===== src/rtl/arb_pkg.sv =====
// Shared definitions for the 4-way round-robin arbiters driving the mux1_2 selector.
package arb_pkg;

   typedef enum logic {
      ST_IDLE  = 1'b0,
      ST_GRANT = 1'b1
   } state_t;

   localparam int NUM_REQ = 4;
   localparam int IDX_W   = 2;

   // Same not/and decode the selector uses, so grant and mux select agree bit-for-bit.
   function automatic logic [NUM_REQ-1:0] onehot4(input logic [IDX_W-1:0] idx);
      logic [NUM_REQ-1:0] oh;
      oh[0] = ~idx[1] & ~idx[0];
      oh[1] = ~idx[1] &  idx[0];
      oh[2] =  idx[1] & ~idx[0];
      oh[3] =  idx[1] &  idx[0];
      return oh;
   endfunction

endpackage


===== src/rtl/mux_arbiter4_rr_pick4.sv =====
// Round-robin search: first set request bit starting at last+1, wrapping modulo 4.
module rr_pick4
   import arb_pkg::*;
(
   input  logic [NUM_REQ-1:0] req,
   input  logic [IDX_W-1:0]   last,
   output logic               found,
   output logic [IDX_W-1:0]   idx
);

   always_comb begin
      logic [IDX_W-1:0] cand;
      found = 1'b0;
      idx   = '0;
      cand  = '0;
      for (int i = 1; i <= NUM_REQ; i++) begin
         cand = last + IDX_W'(i);
         if (!found && req[cand]) begin
            found = 1'b1;
            idx   = cand;
         end
      end
   end

endmodule


===== src/rtl/mux_arbiter4.sv =====
// Round-robin owner of the shared 4:1 select path, with optional forced release after HOLD_MAX cycles.
module mux_arbiter4
   import arb_pkg::*;
#(
   parameter int HOLD_MAX = 15,
   parameter int CNT_W    = 4
) (
   input  logic               clk,
   input  logic               rst_n,
   input  logic [NUM_REQ-1:0] req,
   output logic [NUM_REQ-1:0] gnt,
   output logic               select1,
   output logic               select0,
   output logic               busy,
   output logic               timeout
);

   // req/gnt protocol: a requester holds req high until it sees its gnt bit, and keeps
   // it high for as long as it wants the path; dropping req releases the grant at the
   // next edge. Every output is registered, so nothing here depends combinationally on req.

   localparam logic [CNT_W-1:0] HOLD_LAST = CNT_W'(HOLD_MAX - 1);

   state_t             st_q;
   logic [IDX_W-1:0]   owner_q;
   logic [IDX_W-1:0]   last_q;
   logic [CNT_W-1:0]   cnt_q;
   logic [NUM_REQ-1:0] gnt_q;
   logic               busy_q;
   logic               timeout_q;

   logic               pick_found;
   logic [IDX_W-1:0]   pick_idx;

   rr_pick4 u_pick (
      .req   (req),
      .last  (last_q),
      .found (pick_found),
      .idx   (pick_idx)
   );

   always_ff @(posedge clk or negedge rst_n) begin
      if (!rst_n) begin
         st_q      <= ST_IDLE;
         owner_q   <= '0;
         last_q    <= 2'd3;
         cnt_q     <= '0;
         gnt_q     <= '0;
         busy_q    <= 1'b0;
         timeout_q <= 1'b0;
      end else begin
         timeout_q <= 1'b0;
         case (st_q)
            ST_IDLE: begin
               if (pick_found) begin
                  st_q    <= ST_GRANT;
                  owner_q <= pick_idx;
                  last_q  <= pick_idx;
                  gnt_q   <= onehot4(pick_idx);
                  busy_q  <= 1'b1;
                  cnt_q   <= '0;
               end
            end
            ST_GRANT: begin
               if (!req[owner_q]) begin
                  st_q   <= ST_IDLE;
                  gnt_q  <= '0;
                  busy_q <= 1'b0;
               end else if ((HOLD_MAX != 0) && (cnt_q == HOLD_LAST)) begin
                  st_q      <= ST_IDLE;
                  gnt_q     <= '0;
                  busy_q    <= 1'b0;
                  timeout_q <= 1'b1;
               end else begin
                  cnt_q <= cnt_q + 1'b1;
               end
            end
            default: st_q <= ST_IDLE;
         endcase
      end
   end

   // owner_q only moves on a new grant, so the mux select stays put through IDLE.
   assign select1 = owner_q[1];
   assign select0 = owner_q[0];
   assign gnt     = gnt_q;
   assign busy    = busy_q;
   assign timeout = timeout_q;

endmodule

===== config.mk =====
export PLATFORM = sky130hd
export DESIGN_NAME = mux_arbiter4
export DESIGN_NICKNAME = d
export VERILOG_FILES = /design/src/rtl/arb_pkg.sv /design/src/rtl/mux_arbiter4_rr_pick4.sv /design/src/rtl/mux_arbiter4.sv
export SDC_FILE = /design/constraint.sdc
export NUM_CORES = 1
export LEC_CHECK = 0
export BUFFER_PORTS_ARGS = -buffer_cell sky130_fd_sc_hd__buf_2
export CAP_MARGIN = 15
export CORE_UTILIZATION = 54
export CTS_BUF_LIST = sky130_fd_sc_hd__clkbuf_2
export DETAILED_ROUTE_END_ITERATION = 6
export PLACE_DENSITY_LB_ADDON = 0.08
export SLEW_MARGIN = 20
export SYNTH_ARGS = -nofsm -noshare
export SYNTH_HDL_FRONTEND = slang
export SYNTH_SLANG_ARGS = --single-unit

===== constraint.sdc =====
create_clock -name clk -period 3.2 [get_ports clk]
set_clock_uncertainty 0.05 [all_clocks]
set_input_delay 0.16 -clock clk [delete_from_list [all_inputs] [get_ports clk]]
set_output_delay 0.16 -clock clk [all_outputs]
set_load 0.01 [all_outputs]

Yosys cells after proc, flatten, opt, wreduce, memory -nomap -nowiden
Index checks and enable logic that the tools add are counted.
W data, S select, Z words.
{ "classes": {"n_eq_ne": 5, "mux": 37, "reduce_logical": 9, "order_cmp": 5, "addsub": 4, "bitwise": 7} }
{ "op_table": {"columns": ["operator", "n"], "rows": [
  ["$mux W4", 6],
  ["$mux W1", 18],
  ["$pmux W4 S2", 2],
  ["$lt A2 B3 Y1 const B", 5],
  ["$bmux W1 S2", 5],
  ["$mux W2", 4],
  ["$add A2 B2 Y2 const B", 2],
  ["$add A4 B1 Y4 const B", 1],
  ["$and A1 B1 Y1", 4],
  ["$eq A4 B4 Y1 const B", 1],
  ["$ne A2 B2 Y1 const B", 2],
  ["$pmux W1 S2", 2],
  ["$reduce_and A2 Y1", 2],
  ["$logic_and A1 B1 Y1", 3],
  ["$logic_not A1 Y1", 3],
  ["$ne A3 B2 Y1 const B", 1],
  ["$not A1 Y1", 3],
  ["$reduce_and A3 Y1", 1],
  ["$add A2 B1 Y2 const B", 1],
  ["$ne A2 B1 Y1 const B", 1]
]} }
{ "totals": {"register_bits": 15, "wordCells": 74} }

Longest topological paths before layout
{ "depth": {"depth_word": 17, "ltp_mapped": 6, "mapped_depth_nobuf": 6} }

Cells and area by module
A second synthesis with hierarchy kept.
{ "hier_totals": {"cells_unflattened": 91, "area_unflattened_um2": 862.1} }
{ "by_module_without_submodules": {"columns": ["module", "instances", "seq_area_each_um2", "area_per_inst_um2", "cells_each"], "rows": [
  ["mux_arbiter4", 1, 377.9, 770.7, 77],
  ["rr_pick4", 1, 0.0, 91.3, 14]
]} }

Least setup slack after synthesis
OpenSTA, ideal clock, no wires.
{ "synth_timing": {"kind": "reg2reg", "from": "reg owner_q[1]", "to": "reg gnt_q[0], in the netlist gnt[0]", "setup_time_ns": 0.122, "arrival_ns": 1.391, "stages_incl_launch_ff": 5, "synth_period_minus_slack_ns": 1.562, "required_time_ns": 3.028, "setup_slack_ns": 1.638, "path_cell_list": "dfrtp_1 -> mux4_2 -> nand3_4 -> o21ai_2 -> a32o_1"} }
{ "synth_between": {"elab_chain_cells": 4, "elab_cells_between_ends": 6} }
{ "synth_rtl": {"columns": ["element", "line_no", "source"], "rows": [
  ["start, declared", "mux_arbiter4.sv:25", "logic [IDX_W-1:0] owner_q;"],
  ["start signal, assigned", "mux_arbiter4.sv:57", "owner_q <= pick_idx;"],
  ["$bmux W1 S2 (*)", "mux_arbiter4.sv:65", "if (!req[owner_q]) begin"],
  ["$mux W1 (implied by the code) (*)", "mux_arbiter4.sv:65", null],
  ["$mux W4 / $ne A3 B2 Y1 (equally long branches)", null, null],
  ["$pmux W4 S2 / $reduce_and A2 Y1 (equally long branches)", null, null],
  ["end signal, assigned", "mux_arbiter4.sv:59", "gnt_q <= onehot4(pick_idx);"],
  ["end, declared", "mux_arbiter4.sv:28", "logic [NUM_REQ-1:0] gnt_q;"]
]} }
Every way passes the cells marked *; elsewhere a longest branch is shown, timed or not. The select of a mux whose other input is x is not followed.
A chain may end at the register's enable or synchronous reset.

Final worst setup path
Ends and elaborated chain as after synthesis.

==> run summary <==
The HPWL after detailed placement is 985 um. A synthesized cell averages 10.5 um^2. The via density per instance is 5.79.

Power spread over the standard cell area amounts to 890 mW/mm^2. The cell family contributing the most delay on the critical path is multiplexers. The clock net sink count is 15. Summed over all layers, the global routing overflow is 0.

The max-slew violation count came to 0. The via count came out at 585. The data required time at the worst endpoint came out at 3.34 ns.

The post-synthesis register bit count is 15. The critical path ends at gnt[0]. The antenna cell count came out at 0.

The pin count of the biggest net entering global routing is 16. Together, buffers and inverters on the worst path number 0. Leaving out fill and tap cells, the most frequent cells in the layout are sky130_fd_sc_hd__dfrtp_1 (13), sky130_fd_sc_hd__buf_2 (13), sky130_fd_sc_hd__nand2_1 (10). The effective utilization at floorplan is 62.2%.

CTS built an H-tree with a depth of 1. The share of the cycle needed by the critical path after routing is 49.8%. The die covers 0.00152 mm^2. The worst setup path is launched from a register.

The fraction of final layout cells with drive strength greater than 1 came out at 26.4%. The highest clock frequency the design can meet is 0.627 GHz. After clock tree synthesis, the clock-pin slew on the worst setup and hold paths is 0.15 ns. The number of inserted filler cells in the final layout came out at 87.

Setup repair after global routing left no endpoint under its margin. In this run the cell area of the synthesized design comes to 738 um^2. The final setup slack of the worst path is 1.61 ns.

The endpoint identified for the worst register-to-register timing path is gnt[0]. The first routing iteration left 12 violations. The slowest cell on the critical path is sky130_fd_sc_hd__mux4_2. Setup slack on the worst reg-to-reg path comes out at 1.61 ns. The maximum cell stage delay along the critical path is 0.58 ns. In this run, synthesis inferred 0 flip-flops with an integrated enable. The worst-case vdd ir drop came out at 0.000568 V.

The Yosys step of the flow raised 0 warnings. In this run the horizontal extent of the chip is 39.0 um. The area inside the core boundary came out at 0.00119 mm^2. The final standard cell area without fillers is 846 um^2. The height of the die is 39.0 um. The count of final setup violators came out at 0.

The completed layout was analyzed and its total power is 0.753 mW. Subtracting the final worst setup slack from the clock period gives 1.59 ns. The logic depth of the worst register-to-register path came out at 4.

The sum of negative setup slack came out at 0 ns. The share of async-settable or async-resettable flops after synthesis is 100%. The number of top-level design ports came out at 14. The initial antenna violation count is 0. The relative slew slack came out at 56.2%. TritonCTS built the clock tree. The slew at the pin closest to its max-slew limit came out at 0.655 ns.

Counting every instance in the synthesized netlist gives 70. Walking the worst path, the cells encountered are mux4_2 -> nand3_4 -> o21ai_2 -> a32o_1. The tree is rooted in a sky130_fd_sc_hd__clkbuf_2. The clock passes through at most 2 buffers. The biggest fanout along the worst timing path is 8. The number of distinct library cells after synthesis came out at 30. The total CTS buffers is 3.

For the worst setup path, the data arrival time is 1.74 ns. The origin of the critical flop-to-flop path is owner_q[1]. Max-cap violations in this run came to 0. STA classifies the critical path endpoint as a register.

The number of global-route vias before repair came out at 516. The growth of design area from synthesis to finish is 14.6%. For this run, the total global-route usage over all layers was measured as 22.7%. In this run the tool buffered the top-level ports with 13 buffer cells.

The min-delay analysis places its worst path in the category in2async. The post-synthesis net count is 78. The number of standard-cell rows in the floorplan is 12. The reported leakage power is 0.408 nW.

The final hold violation count came out at 0. The routed design has 1380 um of wire. The number of nets in the final layout is 96.

The number of cells upsized or downsized after cts is 0. The global placement routability congestion is 0.748. The detail route stage leaves a number of antenna-violating nets equal to 0.

The total placed instance area is 816 um^2. The critical path class is reg2reg. The insertion delay of the later-clocked pin in the worst-skew pair is 0.29 ns. The first detailed-routing pass ran for 4 iterations. The first global-routing pass estimated 2200 um of wire.

The run finished with clean final reports. In the synthesized netlist the dominant register cell turns out to be sky130_fd_sc_hd__dfrtp_1. The post-detailed-route DRC marker count is 0. In this run the worst setup path begins at owner_q[1]. The final routed wire length divided by cell count came out at 13.6 um.

The critical path runs through a total of 4 cells. The pre-CTS worst setup slack is 1.62 ns. The share of the Yosys chip area taken by registers is 51.2%.
synthesized netlist by cell type, drive strengths merged (2+ instances only):
cell	count	share of area (%)
a21oi	4	2.7
nor2b	2	1.7
nor2	5	2.5
ha	2	3.4
inv	3	1.5
nand2	10	5.1
o2bb2ai	2	2.4
a32o	2	2.7
dfrtp	13	44
nand3	5	5.1
dfstp	2	7.1
or2	2	1.7
o31ai	2	2.0
o21ai	3	2.5
logic make-up after synthesis:
logic type,count (synthesis),share of synthesized area [%]
fa+ha+maj,2,3.39
simple gates,28,19.8
xor+xnor,1,1.19
mux,2,4.41
compound gates,18,17.8
buf+inv,4,2.20
flops,15,51.2
repair_timing:
action,4_1_cts,5_1_grt
hold buffers,1,0
endpoints found under the hold margin,15,0
buffers inserted,0,0
report_power, final:
group	internal (mW)	total [mW]	switching, mW
combinational	0.138	0.315	0.177
sequential	0.272	0.343	0.0707
clock	0.0331	0.0955	0.0624
registers in the layout, indices dropped and copies added (netlist names):
signal   count
busy         1
cnt_q        4
gnt          4
last_q       2
owner_q      2
st_q         1
timeout      1
worst min path at each step:
| stage | end | depth (start not counted) | start |
|---|---|---|---|
| 6_report | cnt_q[3] | 2 | rst_n |
| 5_1_grt | cnt_q[3] | 2 | rst_n |
| 4_1_cts | cnt_q[2] | 2 | rst_n |
| 3_5_place_dp | cnt_q[2] | 1 | rst_n |
| 3_3_place_gp | cnt_q[2] | 1 | rst_n |
| 2_1_floorplan | busy | 0 | rst_n |
metrics by stage:
| step | hold slack (ns) | utilization [%] | cells |
|---|---|---|---|
| after floorplan | -0.186 | - | 70 |
| after global placement | 0.0305 | 68.8 | 96 |
| after detailed placement | 0.0333 | 68.8 | 96 |
| after CTS | 0.234 | 71.3 | 101 |
| after global routing | 0.255 | 71.3 | 101 |
| final | 0.220 | 71.3 | 101 |
routing by layer:
layer  track usage (%)  share of wire, %  vias up
li1                  -                 -      288
met1              31.0                52      276
met2              32.5                42       17
met3              5.78               4.3        4
met4              12.9               1.6        0
met5                 0                 0        -
area by class of cell:
| type | count | area, um^2 | area share [%] |
|---|---|---|---|
| inverters | 3 | 11.3 | 1.33 |
| multi-input cells | 51 | 344 | 40.7 |
| clock buffers | 4 | 20.0 | 2.37 |
| repair buffers | 14 | 75.1 | 8.88 |
| well taps | 14 | 17.5 | 2.07 |
| flip-flops and latches | 15 | 378 | 44.7 |
No activity file was read; power rests on OpenSTA's default activity.
